--- src/rtl/serial_add_sub_seq.sv ---
// Bit-serial add/subtract sequencer: one shared full adder processes one
// operand bit per clock, LSB first, with a start/done handshake.

module Full_Adder (
    input  logic a,
    input  logic b,
    input  logic cin,
    output logic s,
    output logic cout
);
    assign s    = a ^ b ^ cin;
    assign cout = (a & b) | (cin & (a ^ b));
endmodule

module serial_add_sub_seq #(
    parameter int unsigned WIDTH = 32
) (
    input  logic             clk,
    input  logic             rst,
    input  logic             start,
    input  logic             sub,
    input  logic [WIDTH-1:0] a,
    input  logic [WIDTH-1:0] b,
    output logic             ready,
    output logic             done,
    output logic [WIDTH-1:0] sum,
    output logic             cout,
    output logic             overflow,
    output logic             zero
);
    localparam int unsigned    CW   = $clog2(WIDTH);
    localparam logic [CW-1:0] LAST = CW'(WIDTH - 1);

    typedef enum logic [1:0] {
        S_IDLE,
        S_RUN,
        S_DONE
    } state_t;

    state_t           state_q, state_d;
    logic [WIDTH-1:0] op_a_q, op_a_d;
    logic [WIDTH-1:0] op_b_q, op_b_d;
    logic [WIDTH-1:0] res_q, res_d;
    logic             carry_q, carry_d;
    logic [CW-1:0]    cnt_q, cnt_d;
    logic [WIDTH-1:0] sum_q, sum_d;
    logic             cout_q, cout_d;
    logic             ovf_q, ovf_d;
    logic             zero_q, zero_d;

    logic fa_s;
    logic fa_cout;

    Full_Adder u_fa (
        .a    (op_a_q[0]),
        .b    (op_b_q[0]),
        .cin  (carry_q),
        .s    (fa_s),
        .cout (fa_cout)
    );

    always_comb begin
        state_d = state_q;
        op_a_d  = op_a_q;
        op_b_d  = op_b_q;
        res_d   = res_q;
        carry_d = carry_q;
        cnt_d   = cnt_q;
        sum_d   = sum_q;
        cout_d  = cout_q;
        ovf_d   = ovf_q;
        zero_d  = zero_q;

        unique case (state_q)
            S_IDLE: begin
                if (start) begin
                    op_a_d  = a;
                    op_b_d  = sub ? ~b : b;
                    carry_d = sub;
                    cnt_d   = '0;
                    state_d = S_RUN;
                end
            end
            S_RUN: begin
                res_d   = {fa_s, res_q[WIDTH-1:1]};
                op_a_d  = op_a_q >> 1;
                op_b_d  = op_b_q >> 1;
                carry_d = fa_cout;
                if (cnt_q == LAST) begin
                    // carry_q is the carry into the MSB on this last bit, so the
                    // separate msb_cin register collapses into the overflow XOR.
                    state_d = S_DONE;
                    sum_d   = res_d;
                    cout_d  = fa_cout;
                    ovf_d   = carry_q ^ fa_cout;
                    zero_d  = (res_d == '0);
                end else begin
                    cnt_d = cnt_q + CW'(1);
                end
            end
            S_DONE: begin
                state_d = S_IDLE;
            end
            default: begin
                state_d = S_IDLE;
            end
        endcase
    end

    always_ff @(posedge clk) begin
        if (rst) begin
            state_q <= S_IDLE;
            op_a_q  <= '0;
            op_b_q  <= '0;
            res_q   <= '0;
            carry_q <= 1'b0;
            cnt_q   <= '0;
            sum_q   <= '0;
            cout_q  <= 1'b0;
            ovf_q   <= 1'b0;
            zero_q  <= 1'b0;
        end else begin
            state_q <= state_d;
            op_a_q  <= op_a_d;
            op_b_q  <= op_b_d;
            res_q   <= res_d;
            carry_q <= carry_d;
            cnt_q   <= cnt_d;
            sum_q   <= sum_d;
            cout_q  <= cout_d;
            ovf_q   <= ovf_d;
            zero_q  <= zero_d;
        end
    end

    assign ready    = (state_q == S_IDLE);
    assign done     = (state_q == S_DONE);
    assign sum      = sum_q;
    assign cout     = cout_q;
    assign overflow = ovf_q;
    assign zero     = zero_q;

endmodule
--- config.mk ---
export PLATFORM = sky130hd
export DESIGN_NAME = serial_add_sub_seq
export DESIGN_NICKNAME = d
export VERILOG_FILES = /design/src/rtl/serial_add_sub_seq.sv
export SDC_FILE = /design/constraint.sdc
export NUM_CORES = 1
export LEC_CHECK = 0
export ABC_AREA = 1
export CAP_MARGIN = 20
export CORE_MARGIN = 2
export CORE_UTILIZATION = 54
export CTS_BUF_LIST = sky130_fd_sc_hd__clkbuf_4 sky130_fd_sc_hd__clkbuf_8
export DETAILED_ROUTE_END_ITERATION = 10
export PLACE_DENSITY_LB_ADDON = 0.12
export SYNTH_ARGS = -nofsm -noshare
export SYNTH_HDL_FRONTEND = slang
export SYNTH_SLANG_ARGS = --single-unit
--- constraint.sdc ---
create_clock -name clk -period 2 [get_ports clk]
set_input_delay 0.4 -clock clk [delete_from_list [all_inputs] [get_ports clk]]
set_output_delay 0.4 -clock clk [all_outputs]
set_load 0.005 [all_outputs]
# Word level (Yosys, flattened, before mapping)

Cells that the tools add are included.

Flip-flop bits (word level): 139
Input port bits: 68
Output and inout bits: 37
Word-level logic and storage cells: 44

Add/sub/neg operators: 1
Equality and inequality tests: 6
Mux-type cells: 13
Bitwise logic cells: 7
Reductions and logical operators: 7

Operators with widths:

| kind                                                | count |
|---|---|
| case mux 32 bit (2 select lines)                    | 2 |
| 2-to-1 mux 32 bit                                   | 3 |
| zero test 32 bit                                    | 1 |
| NOT 32 bit                                          | 1 |
| 2-to-1 mux 5 bit                                    | 2 |
| case mux 5 bit (2 select lines)                     | 1 |
| != test 2 bit, second input constant                | 3 |
| AND reduction 2 bit                                 | 3 |
| adder 5 x 1 -> 5 bit, second input constant         | 1 |
| equality test 5 bit, second input constant          | 1 |
| 2-to-1 mux 2 bit                                    | 2 |
| case mux 2 bit (2 select lines)                     | 1 |
| AND reduction 3 bit                                 | 1 |
| bitwise XOR 1 bit                                   | 3 |
| AND 1 bit                                           | 2 |
| equality test 2 x 1 -> 1 bit, second input constant | 1 |
| equality test 2 bit, second input constant          | 1 |
| zero test 2 bit                                     | 1 |
| case mux 1 bit (2 select lines)                     | 1 |
| nonzero test 2 bit                                  | 1 |
| 2-to-1 mux 1 bit                                    | 1 |
| bitwise OR 1 bit                                    | 1 |

# Depth between registers and ports, before layout

Gate-level depths: netlist of the first run.

Depth after elaboration: 4
Gate-level depth with buffers: 10
Mapped depth without buffers: 10

# Hierarchy

A second synthesis of the first run with hierarchy kept.

Cell total of the unflattened synthesis: 760
Area total of the unflattened synthesis: 5744.3 um^2

Modules (own cells, without submodules):

| module             | times used | cells an instance | area an instance (um^2) | sequential area each (um^2) |
|---|---|---|---|---|
| serial_add_sub_seq | 1          | 759               | 5724.2                  | 2762.6 |
| Full_Adder         | 1          | 1                 | 20.0                    | 0.0 |

# Least setup slack after synthesis of the first run

Ideal clock, no wire load.

Path kind: reg-to-reg
Start point: register cnt_q[0]
End point: register sum_q[26] (netlist: sum[26])
Setup time: 0.067 ns
Data arrival time: 1.505 ns
Required time: 1.933 ns
Setup slack: 0.428 ns
Cell stages (with the launch flop): 11
Buffers on the path: 2
Period minus slack after synthesis: 1.572 ns
Path through: dfxtp_1 ha_1 nand2_1 nor2_1 ha_1 nand3_4 nor2_4 inv_2 buf_6 buf_6 o21ai_2

Word-level cells in the longest chain between the ends: 2

Ends and longest elaborated chain:

| element                       | line | RTL |
|---|---|---|
| from (decl)                   | 45   | `logic [CW-1:0] cnt_q, cnt_d;` |
| from (signal assigned)        | 128  | `cnt_q <= cnt_d;` |
| equality test 5 bit           | 89   | `if (cnt_q == LAST) begin` |
| AND reduction 2 bit (no line) | n/a  |  |
| to (signal assigned)          | 129  | `sum_q <= sum_d;` |
| to (decl)                     | 46   | `logic [WIDTH-1:0] sum_q, sum_d;` |

Every way passes these cells.
A chain may end at the register's enable or synchronous reset.

# Worst setup path in the final report of the first run

Start point: register state_q[0]
End point: output port ready

Word-level cells in the longest chain between the ends: 1

Ends and longest elaborated chain:

| element                | line | RTL |
|---|---|---|
| from (decl)            | 40   | `state_t state_q, state_d;` |
| from (signal assigned) | 123  | `state_q <= state_d;` |
| zero test 2 bit        | 136  | `assign ready = (state_q == S_IDLE);` |
| to (decl)              | 24   | `output logic ready,` |

Every way passes these cells.

==> metrics.md, run 1 <==
| Metric | Value |
|---|---|
| CP endpoint kind | `output port` |
| R2r startpoint | `cnt_q[0]` |
| Layout cell share with drive strength beyond 1 | `8.48%` |
| DR iter-0 viols | `278` |
| DP HPWL | `8420 um` |
| Flip-flop and latch count after synthesis | `138` |
| Routed Antenna Nets | `0` |
| Clk Latency, worst-skew pair | `440 ps` |
| Worst Path Max Fanout | `6` |
| Largest net degree at the start of global routing | `87` |
| RSZ-0062 raised after global routing | `no` |
| Pwr dens | `825 nW/um2` |
| Worst Hold Path Cells | `2` |
| Syn Inst Count | `758` |
| Post-synth top cells | `138 x dfxtp_1, 116 x nand2_1, 95 x o21ai_0, 73 x nand3_1, 66 x a21oi_1` |
| Hold_sp | `op_a_q[19]` |
| Core area | `10,700 um2` |
| Root Buffer | `clkbuf_8` |
| Clock skew | `16.1 ps` |
| Worst Tran Pin Value | `733 ps` |
| Synthesis-to-finish area growth | `24.3%` |
| Rel. slew slack | `51.1%` |
| Max frequency | `0.514 GHz` |
| Total number of vias | `5,300` |
| Arrival time worst endpoint | `1540 ps` |
| Die height | `108 um` |
| Final min period | `1940 ps` |
| H-tree depth reported by CTS | `4` |
| Fin util | `67.9%` |
| TritonCTS buffer count | `17` |
| Peak VDD IR | `0.438 mV` |
| Crit path launch | `state_q[0]` |
| Synth area leaders | `dfxtp_1 47%, o21ai_0 8.1%, nand2_1 7.4%` |
| Most frequent cell after synthesis | `dfxtp_1` |
| DRT Pass-1 Iters | `5` |
| IO buf count | `104` |
| Setup bufs post-CTS | `0` |
| Reg2reg setup slack | `250 ps` |
| Fin. max-slew vios | `0` |
| Synth area leader | `dfxtp_1` |
| Mapped Area | `5870 um2` |
| Vias in the first global route | `4,821` |
| N_diodes | `0` |
| Max-cap violations | `0` |
| First-pass GRT wire length | `21,300 um` |
| Pwr Total | `6.02 mW` |
| Num rows | `38` |
| PostCTS Resize Cnt | `2` |
| Reg2reg end | `overflow` |
| Final Hold Vio Count | `0` |
| Mean Syn Cell Area | `7.75 um2` |
| Die Wd | `108 um` |
| Setup violators final | `0` |
| Worst Path Required | `1600 ps` |
| Setup Crit Path Kind | `reg -> out` |
| Sequential area share after synthesis | `47.0%` |
| GRT Total Usage | `22.2%` |
| Initial Util | `54.7%` |
| Reg clk slew, reported paths | `90 ps` |
| Synth cell types | `31` |
| Final period util | `97.2%` |
| Asr flop ratio synth | `0%` |
| Synth top area share | `47.0%` |
| CTS tree | `done` |
| Status | `completed` |
| Pleak | `2.78 nW` |
| DRT Wirelength | `12,500 um` |
| NumNets Final | `907` |
| Reg2Reg Depth | `9` |
| Layout fillers | `925` |
| GPL Wtd Cong | `0.779` |
| CTS Sinks | `138` |
| Max clock buf depth | `2` |
| Main synth FF type | `dfxtp_1` |
| Post-DR wirelength/cell | `12.7 um` |
| CP startpoint kind | `flop` |
| Setup TNS | `0 ps` |
| Yosys warnings | `0` |
| Initial antenna violation count | `0` |
| IO Pins | `105` |
| Hold_buf cts | `0` |
| Hold path endpoint | `op_a_q[18]` |
| Number of synthesized flops with an enable pin | `0` |
| GRT overflow | `0` |
| Vias per std cell | `5.36` |
| DRC viols | `0` |
| Hold Path Class | `reg -> reg` |
| Die area | `11,700 um2` |
| Post-synthesis net count | `829` |
-- worst max path at each step --
| stage | end | cells past startpoint |
|---|---|---|
| after floorplan | sum[26] | 10 |
| after global placement | op_b_q[27] | 6 |
| after detailed placement | op_b_q[25] | 6 |
| after CTS | done | 3 |
| after global routing | ready | 2 |
| final | ready | 2 |
-- layer usage --
metal | up-vias | GRT usage (%) | routed length (um)
li1 | 2737 | - | -
met4 | 0 | 6.04 | 129
met1 | 2428 | 28.1 | 5800
met3 | 12 | 4.34 | 522
met2 | 123 | 38.8 | 6060
met5 | - | 0 | 0
-- area by class of cell --
class / count / area, um2 / area share [%]
inverters: 40 / 150 / 2.06
well taps: 140 / 175 / 2.40
flip-flops and latches: 138 / 2770 / 37.9
clock inverters: 15 / 149 / 2.04
repair buffers: 121 / 1210 / 16.5
multi-input cells: 518 / 2620 / 35.9
clock buffers: 17 / 234 / 3.21
-- logic make-up after synthesis --
family	share of synthesized area, %
and+or+nand+nor	19.4
DFF	47.0
xor gates and xnor gates	0.298
adders and majority gates	0.767
AOI/OAI and AO/OA	23.9
buffers and inverters	8.54
-- report_power, final --
group          total [mW]  switching [mW]  internal [mW]
combinational       0.821           0.458          0.364
sequential           3.04           0.105           2.94
clock                2.16            1.23          0.933
-- flip-flops by register name (all words and copies together), names as in the netlist, 2 cells and up --
signal   flops
op_a_q      32
op_b_q      32
sum         32
res_q       31
cnt_q        5
state_q      2
-- placed cells by master, fill, tap and decap left out, types with 3 or more instances in the layout --
cell type	count
dfxtp_1	136
nand2_1	115
clkdlybuf4s50_1	104
o21ai_0	95
nand3_1	73
a21oi_1	66
o21ai_1	54
inv_1	36
a31oi_1	32
nor2_1	26
or2_1	19
clkbuf_8	17
buf_4	14
or2_0	11
o21ai_2	10
inv_8	6
inv_2	4
inv_6	4
buf_12	3
-- through the flow --
stage	cells	instance area, um2	setup slack [ps]	hold WS [ps]
6_report	989	7300	55.8	478
4_1_cts	989	7300	32.5	477
3_3_place_gp	957	6910	104	459
5_1_grt	989	7300	4.10	493
2_1_floorplan	758	5870	428	448
3_5_place_dp	957	6910	45.6	467
-- worst max-delay path: stages, from the launching register on --
cell and delay, ps:
dfxtp_2 380, nor2_2 160, clkdlybuf4s50_1 570
Power figures use the tool's default switching activity.
==> inputs of run 2 (changes only) <==
CELL_PAD_IN_SITES_DETAIL_PLACEMENT = 1   (was unset)
CELL_PAD_IN_SITES_GLOBAL_PLACEMENT = 1   (was unset)
CORE_UTILIZATION = 40   (was 54)
==> run 2 against run 1 <==
- via count grew 1.6%
- design area grew 0.65%
- clock power shrank 6%
- non-clock buffer count is the same
- die area grew 34%
- clock skew shrank 6.0 ps
- count of clock-buffer cells in the layout grew 9
- combinational power grew 3.9%
- sequential power is essentially flat
- sequential cell count is the same
- sequential share of layout area shrank 0.25 points
- core utilization shrank 17 points
- critical path type unchanged
- highest routed layer unchanged
==> metrics.md, run 2 (same netlist as run 1, synthesis figures left out) <==
| Metric | Value |
|---|---|
| Status | `completed` |
| CP endpoint kind | `output port` |
| IO buf count | `104` |
| Sw Ratio | `26.6%` |
| Setup violators final | `0` |
| Worst Path Max Fanout | `4` |
| CTS tree | `done` |
| First-pass GRT wire length | `25,000 um` |
| CP startpoint kind | `flop` |
| Post-DR wirelength/cell | `14.4 um` |
| Final instance area | `7350 um2` |
| GPL Wtd Cong | `0.745` |
| RSZ-0062 raised after global routing | `no` |
| Hold Path Class | `reg -> reg` |
| Routed Antenna Nets | `0` |
| Most frequent cells in the layout | `136 x dfxtp_1, 115 x nand2_1, 104 x clkdlybuf4s50_1` |
| Proportion of power drawn by combinational gates | `14.4%` |
| Layout cell share with drive strength beyond 1 | `8.27%` |
| Die area | `15,700 um2` |
| Synthesis-to-finish area growth | `25.1%` |
| Multi-input gate area | `2630 um2` |
| Pwr Total | `5.92 mW` |
| Reg power frac | `51.5%` |
| N_diodes | `0` |
| Pwr dens | `805 nW/um2` |
| Worst hold margin | `482 ps` |
| P_int | `4.34 mW` |
| Peak VDD IR | `0.392 mV` |
| Max clock buf depth | `2` |
| Num rows | `44` |
| DRT Wirelength | `14,800 um` |
| Max-cap violations | `0` |
| Pleak | `2.78 nW` |
| Arrival time worst endpoint | `1510 ps` |
| Die height | `125 um` |
| Commonest non-fill, non-tap cell in the layout | `dfxtp_1` |
| Vias in the first global route | `5,244` |
| Vias per std cell | `5.23` |
| GRT Total Usage | `19.2%` |
| H-tree depth reported by CTS | `4` |
| Total number of vias | `5,387` |
| Bufs and invs on worst path | `2` |
| Core area | `14,400 um2` |
| Root Buffer | `clkbuf_8` |
| TritonCTS buffer count | `17` |
| Largest net degree at the start of global routing | `71` |
| Worst Tran Pin Value | `788 ps` |
| Die Wd | `125 um` |
| Reg clk slew, reported paths | `70 ps` |
| CTS Sinks | `138` |
| DRC viols | `0` |
| Max frequency | `0.522 GHz` |
| DRT Pass-1 Iters | `4` |
| CP cell instances | `inv_2 > nor2_2 > clkdlybuf4s50_1` |
| Crit path max-delay cell type | `clkdlybuf4s50_1` |
| DP HPWL | `9950 um` |
| Worst Path Required | `1600 ps` |
| Max incr delay on CP | `510 ps` |
| FF+latch area | `2770 um2` |
| Clk pwr share | `34.1%` |
| Rel. slew slack | `47.4%` |
| GRT overflow | `0` |
| Initial Util | `40.7%` |
| Layout fillers | `1,774` |
| Critical path's top delay family | `buffers and inverters` |
| Clock skew | `10.1 ps` |
| Fin. max-slew vios | `0` |
| P_sw | `1.57 mW` |
| NumNets Final | `907` |
| Hold_buf cts | `0` |
| Clk Latency, worst-skew pair | `430 ps` |
| IO Pins | `105` |
| Final min period | `1910 ps` |
| Setup bufs post-CTS | `0` |
| Initial antenna violation count | `0` |
| Setup Crit Path Kind | `reg -> out` |
| DR iter-0 viols | `291` |
| Final period util | `95.7%` |
| Post-Place Cell Area | `6990 um2` |
| Final Hold Vio Count | `0` |
[run 2: worst paths after layout]
check	from	end	slack [ps]	cells after the start
min reg2reg	sum[10]	sum[10]	480	2
min	sum[10]	sum[10]	480	2
max reg2reg	cnt_q[0]	overflow	210	9
max	state_q[1]	done	90	3
[run 2: tightest hold or removal path: stages, from the launching register on]
cell and delay (ps):
dfxtp_1 310, nand3_1 70, o21ai_1 50
[run 2: power groups by stage]
stage / clock network, mW / logic [mW] / registers [mW]
floorplan: 0 / 0.579 / 3.07
global placement: 0 / 0.826 / 3.10
detailed placement: 0 / 0.860 / 3.10
CTS: 2.07 / 0.867 / 3.04
global route: 2.20 / 0.977 / 3.07
finish: 2.02 / 0.853 / 3.05
[run 2: repair_timing]
action / in CTS / in global routing
gates resized for setup: 2 / 3
setup endpoints to repair: 2 / 2
pin swaps: 0 / 0
[run 2: area by class of cell]
| cell class | count | area share, % |
|---|---|---|
| flip-flops and latches | 138 | 37.6 |
| well taps | 184 | 3.13 |
| clock inverters | 3 | 0.204 |
| multi-input cells | 518 | 35.8 |
| inverters | 40 | 2.06 |
| repair buffers | 121 | 16.8 |
| clock buffers | 26 | 4.45 |
[run 2: metal layers]
layer / vias up / GRT usage [%] / part of all wire [%]
li1: 2724 / - / -
met3: 16 / 3.85 / 3.3
met1: 2554 / 25.3 / 48
met5: - / 0 / 0
met2: 93 / 31.6 / 47
met4: 0 / 6.21 / 1.2
[run 2: per-stage QoR]
step / setup WS [ps] / utilization [%] / cells / TNS [ps]
floorplan: 428 / - / 758 / 0
global placement: 27.5 / 48.5 / 1001 / 0
detailed placement: -39.6 / 48.5 / 1001 / -251
CTS: -38.8 / 50.9 / 1030 / -38.8
global route: 17.7 / 50.9 / 1030 / 0
finish: 85.2 / 50.9 / 1030 / 0
==> inputs of run 3 (changes only) <==
--- a/config.mk
+++ b/config.mk
@@ -11,9 +11,11 @@
 export CELL_PAD_IN_SITES_GLOBAL_PLACEMENT = 1
 export CORE_MARGIN = 2
-export CORE_UTILIZATION = 40
+export CORE_UTILIZATION = 39
 export CTS_BUF_LIST = sky130_fd_sc_hd__clkbuf_4 sky130_fd_sc_hd__clkbuf_8
 export DETAILED_ROUTE_END_ITERATION = 10
+export MAX_ROUTING_LAYER = met4
 export PLACE_DENSITY_LB_ADDON = 0.12
 export SYNTH_ARGS = -nofsm -noshare
 export SYNTH_HDL_FRONTEND = slang
+export SYNTH_HIERARCHICAL = 1
 export SYNTH_SLANG_ARGS = --single-unit
==> constraint.sdc (replaced) <==
create_clock -name clk -period 2 [get_ports clk]
set_input_delay 0.2 -clock clk [delete_from_list [all_inputs] [get_ports clk]]
set_output_delay 0.2 -clock clk [all_outputs]
set_load 0.005 [all_outputs]
==> run 3 against run 2 <==
- sequential share of layout area fell by 0.079 points
- synthesized cell count increased by 0.26%
- routed wire length increased by 0.45%
- combinational power increased by 4.6%
- area after synthesis decreased by 2.2%
- die area up 0.30%
- via count down 0.43%
- sequential power hardly changed
- critical path depth rose by 6
- clock skew is 1.4 ps higher
- worst setup slack gained 100 ps
- count of clock-buffer cells in the layout is 5 lower
- critical endpoint is now sum[27]
- largest cell class unchanged
- highest routed layer unchanged
==> metrics.md, run 3 <==
| Metric | Value |
|---|---|
| Status | `completed` |
| First-pass GRT wire length | `24,700 um` |
| Final std cells w/o fill | `1,033` |
| Critical path's top delay family | `simple AND/OR/NAND/NOR gates` |
| CP dominant cell by count | `ha_1` |
| Sequential area share after synthesis | `48.1%` |
| H-tree depth reported by CTS | `4` |
| Fin. max-slew vios | `0` |
| Final period util | `90.7%` |
| Post-synth top cells | `159 x o21ai_0, 138 x dfxtp_1, 113 x nand2_1, 68 x nand3_1, 66 x a21oi_1` |
| Bufs and invs on worst path | `2` |
| Synth cell types | `27` |
| Worst setup path endpoint | `sum[27]` |
| Vias per std cell | `5.19` |
| Hold Path Class | `in -> reg` |
| Reg clk slew, reported paths | `70 ps` |
| Mean Syn Cell Area | `7.56 um2` |
| GRT Total Usage | `19.5%` |
| Pleak | `2.79 nW` |
| Fin util | `50.8%` |
| Main synth FF type | `dfxtp_1` |
| IO buf count | `104` |
| Layout cell share with drive strength beyond 1 | `9.79%` |
| DP HPWL | `9830 um` |
| CP startpoint kind | `flop` |
| Core area | `14,500 um2` |
| Synth area leader | `dfxtp_1` |
| Setup Crit Path Kind | `reg -> reg` |
| Largest net degree at the start of global routing | `98` |
| Total number of vias | `5,364` |
| Rel. slew slack | `44.9%` |
| Synth top area share | `48.1%` |
| Worst Path Required | `2360 ps` |
| Crit path launch | `cnt_q[0]` |
| Yosys warnings | `6` |
| Crit path max-delay cell type | `dfxtp_1` |
| CTS Sinks | `138` |
| Setup violators final | `0` |
| FF+latch area | `2760 um2` |
| R2r startpoint | `cnt_q[0]` |
| Die area | `15,700 um2` |
| Initial Util | `39.7%` |
| IO Pins | `105` |
| Synthesis-to-finish area growth | `28.0%` |
| Syn Inst Count | `760` |
| Clk Latency, worst-skew pair | `440 ps` |
| Layout fillers | `1,783` |
| Flip-flop and latch count after synthesis | `138` |
| Max clock buf depth | `2` |
| Num rows | `44` |
| Root Buffer | `clkbuf_8` |
| DRC viols | `0` |
| Die Wd | `125 um` |
| Max-cap violations | `0` |
| GPL Wtd Cong | `0.748` |
| Clock skew | `11.5 ps` |
| DRT Pass-1 Iters | `6` |
| Worst Tran Pin Value | `826 ps` |
| Most frequent cells in the layout | `159 x o21ai_0, 138 x dfxtp_1, 112 x nand2_1` |
| RSZ-0062 raised after global routing | `no` |
| Placed Cells | `1,000` |
| Reg2Reg Depth | `9` |
| Peak VDD IR | `0.526 mV` |
| CP endpoint kind | `flop` |
| Most frequent cell after synthesis | `o21ai_0` |
| Reg2reg end | `sum[27]` |
| Final Hold Vio Count | `0` |
| Pwr dens | `836 nW/um2` |
| Vias in the first global route | `5,300` |
| Multi-input gate area | `2560 um2` |
| GRT overflow | `0` |
| Max incr delay on CP | `370 ps` |
| Setup TNS | `0 ps` |
| Initial antenna violation count | `1` |
| Mapped Area | `5740 um2` |
| Post-DR wirelength/cell | `14.4 um` |
| Hold_buf cts | `0` |
| NumNets Final | `909` |
| Synth area leaders | `dfxtp_1 48%, o21ai_0 14%, nand2_1 7.4%` |
| CTS tree | `done` |
| Number of synthesized flops with an enable pin | `0` |
| Routed Antenna Nets | `0` |
| Commonest non-fill, non-tap cell in the layout | `o21ai_0` |
| CP cell instances | `ha_1 > nand2_1 > nor2_1 > ha_1 > nand3_2 > nor2_4 > clkinvlp_4 > buf_4 > o21ai_0` |
| DR iter-0 viols | `292` |
| Final min period | `1810 ps` |
| Worst Path Max Fanout | `15` |
| Asr flop ratio synth | `0%` |
| Arrival time worst endpoint | `2170 ps` |
| Critical Path Stages | `9` |
| DRT Wirelength | `14,900 um` |
| Max frequency | `0.551 GHz` |
| TritonCTS buffer count | `17` |
| Reg2reg setup slack | `190 ps` |
| Post-synthesis net count | `831` |
| Die height | `125 um` |
## run 3: timing repair
item | CTS | global route
setup buffers | 0 | 2
resized for setup | 0 | 4
endpoints found under the setup margin | 0 | 30
## run 3: tightest hold or removal path: cells and delay by family
family          cells  cell delay, ps
compound gates      1              70
simple gates        1              60
buf+inv             1             390
## run 3: area by class of cell
| class | count | share of cell area (%) |
|---|---|---|
| Inverter | 44 | 2.31 |
| Timing Repair inverter | 1 | 0.102 |
| Clock buffer | 21 | 3.76 |
| Timing Repair Buffer | 119 | 16.9 |
| Tap cell | 184 | 3.13 |
| Clock inverter | 8 | 1.33 |
| Antenna cell | 1 | 0.0340 |
| Sequential cell | 138 | 37.6 |
| Multi-Input combinational cell | 517 | 34.8 |
## run 3: report_power, final
| group | internal, mW | switching [mW] |
|---|---|---|
| sequential | 2.95 | 0.113 |
| clock | 1.17 | 1.02 |
| combinational | 0.391 | 0.501 |
## run 3: kinds of logic after synthesis
logic type / count (synthesis) / share of synthesized area, %
AOI/OAI and AO/OA: 265 / 24.0
adders and majority gates: 3 / 0.784
and+or+nand+nor: 247 / 19.2
buffers and inverters: 105 / 7.60
xor gates and xnor gates: 2 / 0.305
DFF: 138 / 48.1
## run 3: how the worst min path moves through the flow
stage               startpoint         end  depth (start not counted)
CTS                       a[7]   op_a_q[7]                          3
floorplan                  sub     carry_q                          2
global placement      cnt_q[3]    cnt_q[3]                          1
detailed placement    cnt_q[3]    cnt_q[3]                          1
finish                    a[7]   op_a_q[7]                          3
global route             a[10]  op_a_q[10]                          3
## run 3: layer usage
metal  global-route usage, %  up-vias  part of all wire (%)  routed length (um)
met5                       -        -                     0                   0
met4                    4.71        0                  0.46                  69
met3                    5.22        8                   4.1                 609
met2                    32.3       83                    49                7320
met1                    23.7     2549                    46                6870
li1                        -     2724                     -                   -
## run 3: metrics by stage
| step | setup WS [ps] | power (mW) | hold slack [ps] | cell area (um2) |
|---|---|---|---|---|
| after CTS | 15.1 | 6.23 | 303 | 7320 |
| after detailed placement | 18.1 | 4.03 | 466 | 6940 |
| after global routing | 25.5 | 6.50 | 322 | 7350 |
| after global placement | 160 | 3.98 | 453 | 6940 |
| after floorplan | 427 | 3.68 | 361 | 5740 |
| final | 187 | 6.15 | 338 | 7350 |
